<file path="src/rtl/fdiv_sched.sv">
// Round-robin scheduler and mode/stage sequencer for a shared Goldschmidt mantissa divider.
// Optional round-to-nearest-even of the returned quotient: define FDIV_SCHED_ROUND_EN.
module fdiv_sched #(
   parameter int WIDTH = 23,
   parameter int ITERS = 3
) (
   input  logic             clk,
   input  logic             reset,
   input  logic [1:0]       req_valid,
   output logic [1:0]       req_ready,
   input  logic [WIDTH-1:0] req0_m1,
   input  logic [WIDTH-1:0] req0_m2,
   input  logic [WIDTH-1:0] req1_m1,
   input  logic [WIDTH-1:0] req1_m2,
   output logic             res_valid,
   input  logic             res_ready,
   output logic             res_id,
   output logic [WIDTH-1:0] res_m3,
   output logic             res_decrement_exponent,
   output logic             busy,
   output logic             dp_mode,
   output logic             dp_stage,
   output logic [WIDTH+4:0] dp_numerator,
   output logic [WIDTH+4:0] dp_denominator,
   input  logic [WIDTH+4:0] dp_quotient
);

   localparam int QW   = WIDTH + 5;
   localparam int NCYC = 2 * ITERS;
   localparam int CW   = $clog2(2 * ITERS + 1);
   localparam logic [CW-1:0] LAST_CNT = CW'(NCYC - 1);

   typedef enum logic [1:0] {
      IDLE = 2'd0,
      LOAD = 2'd1,
      ITER = 2'd2,
      RESP = 2'd3
   } state_t;

   state_t           state_q, state_d;
   logic [CW-1:0]    cnt_q, cnt_d;
   logic             last_q, last_d;
   logic [QW-1:0]    num_q, num_d;
   logic [QW-1:0]    den_q, den_d;
   logic             res_valid_q, res_valid_d;
   logic             res_id_q, res_id_d;
   logic [WIDTH-1:0] res_m3_q, res_m3_d;
   logic             res_dec_q, res_dec_d;
   logic             busy_q, busy_d;
   logic             mode_q, mode_d;
   logic             stage_q, stage_d;

   logic [1:0]       grant;
   logic             accept;
   logic             sel;
   logic [WIDTH-1:0] mant_raw;
   logic [2:0]       guard;
   logic             dec_raw;
   logic [WIDTH-1:0] mant_fin;
   logic             dec_fin;

   // Tie goes to whichever requester was not served last.
   always_comb begin
      grant = 2'b00;
      if (state_q == IDLE) begin
         case (req_valid)
            2'b01:   grant = 2'b01;
            2'b10:   grant = 2'b10;
            2'b11:   grant = last_q ? 2'b01 : 2'b10;
            default: grant = 2'b00;
         endcase
      end
   end

   assign req_ready = grant;
   assign accept    = |(req_valid & grant);
   assign sel       = grant[1];

   always_comb begin
      if (dp_quotient[WIDTH+3]) begin
         dec_raw  = 1'b0;
         mant_raw = dp_quotient[WIDTH+2:3];
         guard    = dp_quotient[2:0];
      end else begin
         dec_raw  = 1'b1;
         mant_raw = dp_quotient[WIDTH+1:2];
         guard    = {dp_quotient[1:0], 1'b0};
      end
   end

`ifdef FDIV_SCHED_ROUND_EN
   logic             rnd_inc;
   logic [WIDTH:0]   mant_sum;

   assign rnd_inc  = guard[2] & ((|guard[1:0]) | mant_raw[0]);
   assign mant_sum = {1'b0, mant_raw} + {{WIDTH{1'b0}}, rnd_inc};

   // A carry out means the rounded quotient is exactly 1.0.
   always_comb begin
      if (mant_sum[WIDTH]) begin
         mant_fin = '0;
         dec_fin  = 1'b0;
      end else begin
         mant_fin = mant_sum[WIDTH-1:0];
         dec_fin  = dec_raw;
      end
   end

   logic unused_bits;
   assign unused_bits = dp_quotient[WIDTH+4];
`else
   assign mant_fin = mant_raw;
   assign dec_fin  = dec_raw;

   logic unused_bits;
   assign unused_bits = ^{dp_quotient[WIDTH+4], guard};
`endif

   always_comb begin
      state_d   = state_q;
      cnt_d     = cnt_q;
      last_d    = last_q;
      num_d     = num_q;
      den_d     = den_q;
      res_id_d  = res_id_q;
      res_m3_d  = res_m3_q;
      res_dec_d = res_dec_q;

      case (state_q)
         IDLE: begin
            if (accept) begin
               state_d  = LOAD;
               res_id_d = sel;
               num_d    = {1'b1, (sel ? req1_m1 : req0_m1), 3'b000};
               den_d    = {1'b1, (sel ? req1_m2 : req0_m2), 3'b000};
            end
         end
         LOAD: begin
            state_d = ITER;
            cnt_d   = '0;
         end
         ITER: begin
            if (cnt_q == LAST_CNT) begin
               state_d   = RESP;
               res_m3_d  = mant_fin;
               res_dec_d = dec_fin;
            end else begin
               cnt_d = cnt_q + 1'b1;
            end
         end
         RESP: begin
            if (res_ready) begin
               state_d = IDLE;
               last_d  = res_id_q;
            end
         end
         default: state_d = IDLE;
      endcase

      // Control outputs are registered, so they are computed from the next state.
      busy_d      = (state_d != IDLE);
      res_valid_d = (state_d == RESP);
      mode_d      = (state_d == ITER);
      stage_d     = (state_d == ITER) && cnt_d[0];
   end

   always_ff @(posedge clk or posedge reset) begin
      if (reset) begin
         state_q     <= IDLE;
         cnt_q       <= '0;
         last_q      <= 1'b1;
         num_q       <= '0;
         den_q       <= '0;
         res_valid_q <= 1'b0;
         res_id_q    <= 1'b0;
         res_m3_q    <= '0;
         res_dec_q   <= 1'b0;
         busy_q      <= 1'b0;
         mode_q      <= 1'b0;
         stage_q     <= 1'b0;
      end else begin
         state_q     <= state_d;
         cnt_q       <= cnt_d;
         last_q      <= last_d;
         num_q       <= num_d;
         den_q       <= den_d;
         res_valid_q <= res_valid_d;
         res_id_q    <= res_id_d;
         res_m3_q    <= res_m3_d;
         res_dec_q   <= res_dec_d;
         busy_q      <= busy_d;
         mode_q      <= mode_d;
         stage_q     <= stage_d;
      end
   end

   assign res_valid              = res_valid_q;
   assign res_id                 = res_id_q;
   assign res_m3                 = res_m3_q;
   assign res_decrement_exponent = res_dec_q;
   assign busy                   = busy_q;
   assign dp_mode                = mode_q;
   assign dp_stage               = stage_q;
   assign dp_numerator           = num_q;
   assign dp_denominator         = den_q;

endmodule

</file>
<file path="config.mk">
export PLATFORM = sky130hd
export DESIGN_NAME = fdiv_sched
export DESIGN_NICKNAME = d
export VERILOG_FILES = /design/src/rtl/fdiv_sched.sv
export SDC_FILE = /design/constraint.sdc
export NUM_CORES = 1
export LEC_CHECK = 0
export BUFFER_PORTS_ARGS = -buffer_cell sky130_fd_sc_hd__buf_2
export CAP_MARGIN = 10
export CORE_MARGIN = 4
export CORE_UTILIZATION = 48
export DETAILED_ROUTE_END_ITERATION = 12
export GPL_ROUTABILITY_DRIVEN = 0
export PLACE_DENSITY = 0.86
export SYNTH_ARGS = -nofsm -noshare
export SYNTH_HDL_FRONTEND = slang
export SYNTH_SLANG_ARGS = --single-unit
export TNS_END_PERCENT = 1
</file>
<file path="constraint.sdc">
create_clock -name clk -period 8.1 [get_ports clk]
set_clock_uncertainty 0.1 [all_clocks]
set_input_delay 2.025 -clock clk [delete_from_list [all_inputs] [get_ports clk]]
set_output_delay 2.025 -clock clk [all_outputs]
set_load 0.05 [all_outputs]
</file>
Word-level counts from Yosys, hierarchy flattened
Index checks and enable logic that the tools add are counted.
{"block": "totals", "register_bits": 83, "input_bits": 125, "out_inout_bits": 87, "wordCells": 47}
{"block": "classes", "addsub": 1, "eq_ne": 10, "muxes": 13, "n_bitwise": 1, "reduce_logical": 9}
{"op": "23-bit 2-to-1 mux", "n": 3}
{"op": "2-bit == test, second input constant", "n": 6}
{"op": "2-bit 2-to-1 mux", "n": 5}
{"op": "2-bit case mux with 4 select lines", "n": 1}
{"op": "2-bit AND reduction", "n": 4}
{"op": "2-bit case mux with 3 select lines", "n": 1}
{"op": "3-bit case mux with 2 select lines", "n": 1}
{"op": "2-bit by 1-bit == test with 1-bit output, second input constant", "n": 2}
{"op": "2-bit nonzero test", "n": 2}
{"op": "3-bit by 1-bit adder with 3-bit output, second input constant", "n": 1}
{"op": "3-bit == test, second input constant", "n": 1}
{"op": "3-bit 2-to-1 mux", "n": 1}
{"op": "2-bit AND", "n": 1}
{"op": "2-bit logical NOT", "n": 1}
{"op": "2-bit inequality test, second input constant", "n": 1}
{"op": "2-bit OR reduction", "n": 1}
{"op": "1-bit logical AND", "n": 1}
{"op": "1-bit 2-to-1 mux", "n": 1}

Depth between registers and ports, before layout
Gate-level depths: netlist (run 1).
{"block": "logic_depth", "ltp_word": 9, "mapped_depth": 8, "depth_no_buf": 7}

Worst setup path after synthesis (run 1)
No wires, ideal clock.
{"block": "synth_path", "kind": "input port to output port", "start": "input req_valid[0]", "end": "output req_ready[0]", "arrival_ns": 2.536, "required_time_ns": 5.975, "path_slack_ns": 3.439, "cell_stages": 3, "n_path_buf": 1, "cell_sequence": "nand2_1 > a21oi_1 > buf_2"}
{"block": "synth_between", "elab_chain_len": 3, "elab_cells_between_ends": 5, "classes_between": "3 x eq/ne; 2 x mux"}
{"item": "from (decl)", "line_no": "9", "source": "input logic [1:0] req_valid,"}
{"item": "2-bit == test / 2-bit by 1-bit == test with 1-bit output (equally long branches)", "line_no": "66", "source": "case (req_valid)"}
{"item": "2-bit case mux with 3 select lines (*)", "line_no": "66"}
{"item": "2-bit 2-to-1 mux (*)", "line_no": "65", "source": "if (state_q == IDLE) begin"}
{"item": "to (decl)", "line_no": "10", "source": "output logic [1:0] req_ready,"}
Every way passes the cells marked *; elsewhere a longest branch is shown, timed or not.

Worst setup path in the final report (run 1)
{"block": "layout_path", "start": "input req_valid[1]", "end": "output req_ready[1]"}
Same word-level chain as after synthesis.

==> impl_metrics.xml, run 1 <==
<?xml version="1.0" encoding="UTF-8"?>
<metrics>
  <group name="critical_path">
    <metric name="sort_of_element_at_the_end_of_the_critical_path" unit="">output pin</metric>
    <metric name="cell_by_cell_trace_of_the_critical_path" unit="">buf_2 &gt; nand2_1 &gt; a21oi_4 &gt; buf_4 &gt; buf_2</metric>
    <metric name="slowest_stage" unit="">buf_4</metric>
    <metric name="path_class" unit="">primary input to output pin</metric>
    <metric name="ff2ff_path_depth" unit="">7</metric>
    <metric name="critical_path_required" unit="ns">5.98</metric>
    <metric name="max_fo_critical_path" unit="">48</metric>
    <metric name="setup_slack_on_the_worst_flop_to_flop_path" unit="ns">6.07</metric>
    <metric name="critical_path.reg2reg.startpoint" unit="">state_q[0]$_DFF_PP0_</metric>
    <metric name="crit_top_cell" unit="">buf_2</metric>
    <metric name="setup.worst_path.start_class" unit="">primary input</metric>
    <metric name="crit_path_end" unit="">req_ready[1]</metric>
    <metric name="timing.critical_path.from" unit="">req_valid[1]</metric>
    <metric name="worst_path_largest_cell_delay" unit="ns">0.43</metric>
    <metric name="critPathArrivalTime" unit="ns">3.23</metric>
    <metric name="capturing_point_of_the_worst_reg2reg_path" unit="">res_valid$_DFF_PP0_</metric>
  </group>
  <group name="power_and_ir_drop">
    <metric name="powerDensity" unit="nW/um^2">399</metric>
    <metric name="power.clock.fraction" unit="">0.159</metric>
    <metric name="vdd_ir_drop_max" unit="V">0.000230</metric>
    <metric name="power.share.switching" unit="">0.513</metric>
    <metric name="power.net_switching" unit="W">0.00103</metric>
    <metric name="sequentialPowerShare" unit="">0.311</metric>
    <metric name="p_int" unit="W">0.000981</metric>
    <metric name="p_leak" unit="nW">2.62</metric>
    <metric name="power.combinational.fraction" unit="">0.530</metric>
  </group>
  <group name="clock_network">
    <metric name="insertion_delay" unit="ns">0.33</metric>
    <metric name="tritoncts.num_buffers" unit="">9</metric>
    <metric name="clock-sinks" unit="">82</metric>
    <metric name="cts_tree" unit="">built</metric>
    <metric name="count_of_hold_fix_buffers_inserted_at_cts" unit="">0</metric>
    <metric name="cts_setup_buffers" unit="">0</metric>
    <metric name="post_cts.resized_instances" unit="">0</metric>
    <metric name="clock_tree.htree_level_count" unit="">3</metric>
    <metric name="clk_path_buf_depth" unit="">2</metric>
    <metric name="cts_root_buffer" unit="">clkbuf_8</metric>
    <metric name="cts.reportedPaths.clkPinSlew" unit="ns">0.09</metric>
  </group>
  <group name="sta">
    <metric name="finalWorstSetupSlack" unit="ns">2.75</metric>
    <metric name="slew-limit-headroom" unit="">0.323</metric>
    <metric name="totalNegativeSetupSlack" unit="ns">0</metric>
    <metric name="finalMaxSlewViolations" unit="">0</metric>
    <metric name="period_needed" unit="ns">5.35</metric>
    <metric name="finalHoldViolCount" unit="">0</metric>
    <metric name="finalCritPeriodShare" unit="">0.661</metric>
    <metric name="rsz0062_at_grt" unit="">false</metric>
    <metric name="setup_viol" unit="">0</metric>
    <metric name="timing.fmax" unit="GHz">0.187</metric>
    <metric name="slew_worst_pin" unit="ns">1.02</metric>
  </group>
  <group name="finish">
    <metric name="layout_cell_share_with_drive_strength_beyond_1" unit="">0.374</metric>
    <metric name="final_nets" unit="">737</metric>
    <metric name="area.growth.synth_to_final" unit="%">32.0</metric>
    <metric name="antenna_cells_inserted" unit="">0</metric>
    <metric name="fill_cells" unit="">645</metric>
  </group>
  <group name="grt">
    <metric name="grt_pass1_vias" unit="">3765</metric>
    <metric name="globalRouteOverflowTotal" unit="">0</metric>
    <metric name="grt_first_pass_wirelength" unit="mm">17.4</metric>
    <metric name="antenna_found_initial" unit="">0</metric>
    <metric name="largest_net_degree_at_the_start_of_global_routing" unit="">83</metric>
    <metric name="grt_use_total" unit="">0.224</metric>
  </group>
  <group name="min_path">
    <metric name="worst_hold_path_type" unit="">flip-flop to flip-flop</metric>
    <metric name="worstHoldStart" unit="">res_m3[10]$_DFFE_PP0P_</metric>
  </group>
  <group name="synth">
    <metric name="number_of_warnings_issued_by_yosys" unit="">0</metric>
    <metric name="postSynthAreaPerCell" unit="sq um">9.12</metric>
    <metric name="synth_sequential_area_ratio" unit="">0.536</metric>
    <metric name="synth_cell_types" unit="">31</metric>
    <metric name="postSynthCellCount" unit="">420</metric>
    <metric name="synth.ff_latch_count" unit="">82</metric>
    <metric name="syn-cell-area" unit="sq um">3830</metric>
  </group>
  <group name="drt">
    <metric name="avg_wl_per_cell" unit="um">14.8</metric>
    <metric name="drt-initial-drc-count" unit="">103</metric>
    <metric name="drc_errors" unit="">0</metric>
    <metric name="wl" unit="mm">10.5</metric>
    <metric name="route.detailed.vias_per_inst" unit="">5.13</metric>
    <metric name="first_pass_iters" unit="">4</metric>
    <metric name="drt.antenna.violating_nets" unit="">0</metric>
    <metric name="vias" unit="">3666</metric>
  </group>
  <group name="placement">
    <metric name="hpwlAfterDp" unit="mm">7.82</metric>
    <metric name="buffer_ports.inserted" unit="">200</metric>
    <metric name="preCtsSetupSlack" unit="ns">2.76</metric>
  </group>
  <group name="floorplan">
    <metric name="die_x" unit="um">97.3</metric>
    <metric name="die_height" unit="um">97.3</metric>
    <metric name="fp.coreArea" unit="sq um">7730</metric>
    <metric name="boundaryPins" unit="">212</metric>
    <metric name="die_area" unit="sq um">9470</metric>
    <metric name="start_util" unit="">0.495</metric>
    <metric name="rows" unit="">32</metric>
  </group>
  <group name="run">
    <metric name="cap_violations" unit="">0</metric>
  </group>
  <group name="run_status">
    <metric name="status" unit="">finished clean</metric>
  </group>
</metrics>
[kinds of logic after synthesis]
family / count (synthesis) / share of synthesized area
AND/OR/NAND/NOR: 133 / 0.139
other: 1 / 0.000979
flip-flops: 82 / 0.536
AO/OA/AOI/OAI: 130 / 0.177
adder cells (fa/ha/maj): 5 / 0.0163
multiplexers: 25 / 0.0657
buffers and inverters: 44 / 0.0644
[synthesized netlist by cell type (all sizes together)]
library cell | n | area, sq um
dfrtp | 81 | 2030
nand2 | 75 | 284
o21ai | 74 | 374
a21oi | 49 | 249
nor2 | 48 | 180
buf | 31 | 198
mux2i | 24 | 240
inv | 7 | 26.3
clkbuf | 6 | 22.5
ha | 5 | 62.6
nand2b | 3 | 18.8
nor2b | 3 | 18.8
a21o | 1 | 7.51
a221o | 1 | 10.0
a31o | 1 | 8.76
a31oi | 1 | 6.26
a32o | 1 | 10.0
and2 | 1 | 6.26
conb | 1 | 3.75
dfstp | 1 | 26.3
mux2 | 1 | 11.3
nand3b | 1 | 7.51
nand4b | 1 | 8.76
nor3b | 1 | 7.51
o21a | 1 | 7.51
o22ai | 1 | 6.26
[power by group through the flow]
| stage | sequential (W) | combinational, W | clock, W |
|---|---|---|---|
| 6_report | 0.000628 | 0.00107 | 0.000320 |
| 5_1_grt | 0.000645 | 0.00114 | 0.000349 |
| 4_1_cts | 0.000627 | 0.00108 | 0.000329 |
| 3_5_place_dp | 0.000631 | 0.00108 | 0 |
| 3_3_place_gp | 0.000624 | 0.00105 | 0 |
| 2_1_floorplan | 0.00106 | 0.000384 | 0 |
[routing by layer]
layer | track usage | up-vias | share of wire
met3 | 0.0646 | 19 | 0.083
met4 | 0.0916 | 0 | 0.015
met2 | 0.389 | 179 | 0.50
li1 | - | 1765 | -
met1 | 0.261 | 1703 | 0.40
met5 | 0 | - | 0
[state kept, by name, indices dropped and copies added, names as in the netlist]
signal	cells
dp_stage	1
state_q	2
res_id	1
res_decrement_exponent	1
last_q	1
busy	1
res_valid	1
res_m3	23
dp_mode	1
cnt_q	3
dp_denominator	24
dp_numerator	23
[metrics by stage]
step	util	std cells	instance area (sq um)	total power [W]	hold WS, ns
floorplan	-	427	3850	0.00144	0.416
global placement	0.626	698	4840	0.00167	0.358
detailed placement	0.626	698	4840	0.00171	0.366
CTS	0.654	714	5050	0.00203	0.385
global route	0.654	714	5050	0.00214	0.412
finish	0.654	714	5050	0.00202	0.379
[how the worst min path moves through the flow]
stage,end,slack [ns],depth (start not counted)
3_3_place_gp,res_m3[13]$_DFFE_PP0P_,0.36,2
4_1_cts,res_m3[4]$_DFFE_PP0P_,0.39,2
2_1_floorplan,cnt_q[1]$_DFFE_PP0P_,0.42,1
6_report,res_m3[10]$_DFFE_PP0P_,0.38,2
3_5_place_dp,res_m3[8]$_DFFE_PP0P_,0.37,2
5_1_grt,res_m3[12]$_DFFE_PP0P_,0.41,2
[cell usage in the layout, fill, tap and decap left out, types with 3 or more instances in the layout]
master,count
clkinvlp_4,3
nand2b_1,3
o21ai_0,34
nor2b_1,3
ha_1,5
a21oi_1,47
nand2_1,74
buf_4,6
conb_1,8
nor2_1,48
dfrtp_1,81
o21ai_1,39
mux2i_1,24
clkbuf_8,9
buf_2,200
inv_1,6
[area by class of cell]
type,instances,area (sq um),area share
inverters,7,27.5,0.00545
repair buffers,206,1050,0.207
clock buffers,10,128,0.0252
well taps,102,128,0.0252
flip-flops and latches,82,2050,0.406
clock inverters,6,91.3,0.0181
multi-input cells,301,1580,0.313
[worst max-delay path: cells and delay by family]
family | cells | cell delay [ns]
buf+inv | 3 | 0.94
simple gates | 1 | 0.10
compound gates | 1 | 0.11
Power figures use the tool's default switching activity.
==> run 2, diff against run 1 <==
- ABC_AREA: default -> 1
- CORE_UTILIZATION: 48 -> 45
- PLACE_DENSITY: 0.86 -> 0.81
- clock period: 8.1 -> 5.5 ns (I/O delays scaled with it)
==> run 2 against run 1 <==
  * Die area grew 6.0%
  * Cell count grew 5.3%
  * Area after synthesis shrank 0.16%
  * Sequential share of layout area grew 0.74 points
==> impl_metrics.xml, run 2 <==
<?xml version="1.0" encoding="UTF-8"?>
<metrics>
  <group name="drt">
    <metric name="wl" unit="mm">10.3</metric>
    <metric name="drt-initial-drc-count" unit="">117</metric>
    <metric name="avg_wl_per_cell" unit="um">13.6</metric>
    <metric name="vias" unit="">3740</metric>
    <metric name="drt.antenna.violating_nets" unit="">0</metric>
    <metric name="route.detailed.vias_per_inst" unit="">4.97</metric>
    <metric name="first_pass_iters" unit="">4</metric>
    <metric name="drc_errors" unit="">0</metric>
  </group>
  <group name="critical_path">
    <metric name="critPathArrivalTime" unit="ns">2.43</metric>
    <metric name="setup_slack_on_the_worst_flop_to_flop_path" unit="ns">3.15</metric>
    <metric name="sort_of_element_at_the_end_of_the_critical_path" unit="">output pin</metric>
    <metric name="setup.worst_path.start_class" unit="">primary input</metric>
    <metric name="max_fo_critical_path" unit="">47</metric>
    <metric name="critical_path_required" unit="ns">4.03</metric>
    <metric name="path_class" unit="">primary input to output pin</metric>
  </group>
  <group name="placement">
    <metric name="dpl-instance-area" unit="sq um">4780</metric>
    <metric name="buffer_ports.inserted" unit="">200</metric>
    <metric name="hpwlAfterDp" unit="mm">7.57</metric>
  </group>
  <group name="power_and_ir_drop">
    <metric name="power.net_switching" unit="W">0.00191</metric>
    <metric name="p_int" unit="W">0.00153</metric>
    <metric name="sequentialPowerShare" unit="">0.304</metric>
    <metric name="power.combinational.fraction" unit="">0.583</metric>
    <metric name="vdd_ir_drop_max" unit="V">0.000403</metric>
    <metric name="p_leak" unit="nW">2.61</metric>
    <metric name="powerDensity" unit="nW/um^2">692</metric>
    <metric name="report.power.total" unit="W">0.00344</metric>
    <metric name="power.clock.fraction" unit="">0.113</metric>
    <metric name="power.share.switching" unit="">0.555</metric>
  </group>
  <group name="finish">
    <metric name="post-route-cell-area" unit="sq um">4960</metric>
    <metric name="antenna_cells_inserted" unit="">0</metric>
    <metric name="layout_cell_share_with_drive_strength_beyond_1" unit="">0.354</metric>
    <metric name="final_nets" unit="">772</metric>
    <metric name="number_of_flip_flops_in_the_largest_register" unit="">24</metric>
    <metric name="area.growth.synth_to_final" unit="%">29.9</metric>
    <metric name="layout.cells.most_common_list" unit="">buf_2, nand2_1, dfrtp_1</metric>
    <metric name="fill_cells" unit="">751</metric>
    <metric name="layout.core_utilization" unit="">0.601</metric>
    <metric name="mostFrequentLayoutCell" unit="">buf_2</metric>
  </group>
  <group name="sta">
    <metric name="setup_viol" unit="">0</metric>
    <metric name="slew_worst_pin" unit="ns">0.734</metric>
    <metric name="period_needed" unit="ns">3.91</metric>
    <metric name="finalHoldViolCount" unit="">0</metric>
    <metric name="rsz0062_at_grt" unit="">false</metric>
    <metric name="finalMaxSlewViolations" unit="">0</metric>
    <metric name="slew-limit-headroom" unit="">0.510</metric>
    <metric name="totalNegativeSetupSlack" unit="ns">0</metric>
    <metric name="timing.fmax" unit="GHz">0.256</metric>
    <metric name="finalCritPeriodShare" unit="">0.710</metric>
  </group>
  <group name="clock_network">
    <metric name="cts_tree" unit="">built</metric>
    <metric name="count_of_hold_fix_buffers_inserted_at_cts" unit="">0</metric>
    <metric name="insertion_delay" unit="ns">0.33</metric>
    <metric name="clock-sinks" unit="">82</metric>
    <metric name="clock_tree.htree_level_count" unit="">3</metric>
    <metric name="cts_root_buffer" unit="">clkbuf_8</metric>
    <metric name="tritoncts.num_buffers" unit="">9</metric>
    <metric name="cts.reportedPaths.clkPinSlew" unit="ns">0.07</metric>
    <metric name="cts_setup_buffers" unit="">0</metric>
    <metric name="clk_path_buf_depth" unit="">2</metric>
    <metric name="post_cts.resized_instances" unit="">0</metric>
  </group>
  <group name="min_path">
    <metric name="worst_hold_path_type" unit="">flip-flop to flip-flop</metric>
  </group>
  <group name="synth">
    <metric name="synth.cells.most_frequent" unit="">nand2_1, dfrtp_1, nor2_1, o21ai_0, o21ai_1</metric>
    <metric name="synth-edff-count" unit="">0</metric>
    <metric name="synth_sequential_area_ratio" unit="">0.537</metric>
    <metric name="ys_top_cells_by_area" unit="">dfrtp_1, nand2_1, o21ai_0</metric>
    <metric name="netlist.top_cell.by_area" unit="">dfrtp_1</metric>
    <metric name="yosysMostFrequentCell" unit="">nand2_1</metric>
    <metric name="syn-cell-area" unit="sq um">3820</metric>
    <metric name="postSynthCellCount" unit="">458</metric>
    <metric name="postSynthAreaPerCell" unit="sq um">8.35</metric>
    <metric name="async_flop_share" unit="">1.00</metric>
    <metric name="number_of_warnings_issued_by_yosys" unit="">0</metric>
    <metric name="synth_cell_types" unit="">27</metric>
    <metric name="netlist.area_leader.share" unit="">0.530</metric>
    <metric name="synth.ff_latch_count" unit="">82</metric>
    <metric name="synth_top_flop_cell" unit="">dfrtp_1</metric>
  </group>
  <group name="floorplan">
    <metric name="die_x" unit="um">100</metric>
    <metric name="die_area" unit="sq um">10000</metric>
    <metric name="fp.coreArea" unit="sq um">8260</metric>
    <metric name="start_util" unit="">0.463</metric>
    <metric name="boundaryPins" unit="">212</metric>
    <metric name="die_height" unit="um">100</metric>
    <metric name="rows" unit="">33</metric>
  </group>
  <group name="run_status">
    <metric name="status" unit="">finished clean</metric>
  </group>
  <group name="grt">
    <metric name="globalRouteOverflowTotal" unit="">0</metric>
    <metric name="grt_first_pass_wirelength" unit="mm">16.5</metric>
    <metric name="grt_use_total" unit="">0.202</metric>
    <metric name="antenna_found_initial" unit="">0</metric>
    <metric name="largest_net_degree_at_the_start_of_global_routing" unit="">50</metric>
    <metric name="grt_pass1_vias" unit="">3665</metric>
  </group>
  <group name="run">
    <metric name="cap_violations" unit="">0</metric>
  </group>
</metrics>
-- run 2: worst paths after layout --
path	cells after the start	to	start
worst max register to register	7	dp_denominator[24]$_DFFE_PP0P_	state_q[0]$_DFF_PP0_
worst min register to register	2	dp_denominator[22]$_DFFE_PP0P_	dp_denominator[22]$_DFFE_PP0P_
worst min-delay path	2	dp_denominator[22]$_DFFE_PP0P_	dp_denominator[22]$_DFFE_PP0P_
worst max-delay path	6	req_ready[1]	req_valid[0]
min in group asynchronous	2	res_m3[21]$_DFFE_PP0P_	reset
max in group asynchronous	3	dp_denominator[18]$_DFFE_PP0P_	reset
-- run 2: kinds of logic after synthesis --
group	after synthesis	share of synthesized area
adders and majority gates	5	0.0164
AOI/OAI and AO/OA	125	0.173
DFF	82	0.537
other	1	0.000981
buffers and inverters	54	0.0779
and+or+nand+nor	191	0.194
-- run 2: per-layer routing --
layer / share of wire / GRT usage
met4: 0.014 / 0.0580
met3: 0.10 / 0.0598
met1: 0.39 / 0.243
met2: 0.49 / 0.351
met5: 0 / 0
-- run 2: per-stage QoR --
step	std cells	worst slack, ns	hold WS [ns]
CTS	752	1.60	0.390
detailed placement	736	1.60	0.370
global route	752	1.51	0.412
finish	752	1.59	0.381
floorplan	465	1.60	0.368
global placement	736	1.60	0.362
-- run 2: final cells by class --
class	instances	area [sq um]	share of cell area
sequential	82	2050	0.414
clock inverter	4	26.3	0.00529
inverter	16	62.6	0.0126
multi-input combinational	329	1510	0.303
tap	105	131	0.0265
clock buffer	12	155	0.0313
timing repair buffer	204	1030	0.208
-- run 2: power by group through the flow --
stage	logic, W	clock network (W)	registers (W)
after floorplan	0.000609	0	0.00199
after global placement	0.00199	0	0.00104
after detailed placement	0.00202	0	0.00105
after CTS	0.00202	0.000401	0.00104
final	0.00200	0.000390	0.00104
after global routing	0.00215	0.000435	0.00108
-- run 2: worst max-delay path, cell delays in order --
cell	delay (ns)
buf_2	0.12
nand2_1	0.09
nand3_2	0.07
inv_1	0.05
buf_4	0.35
buf_2	0.34
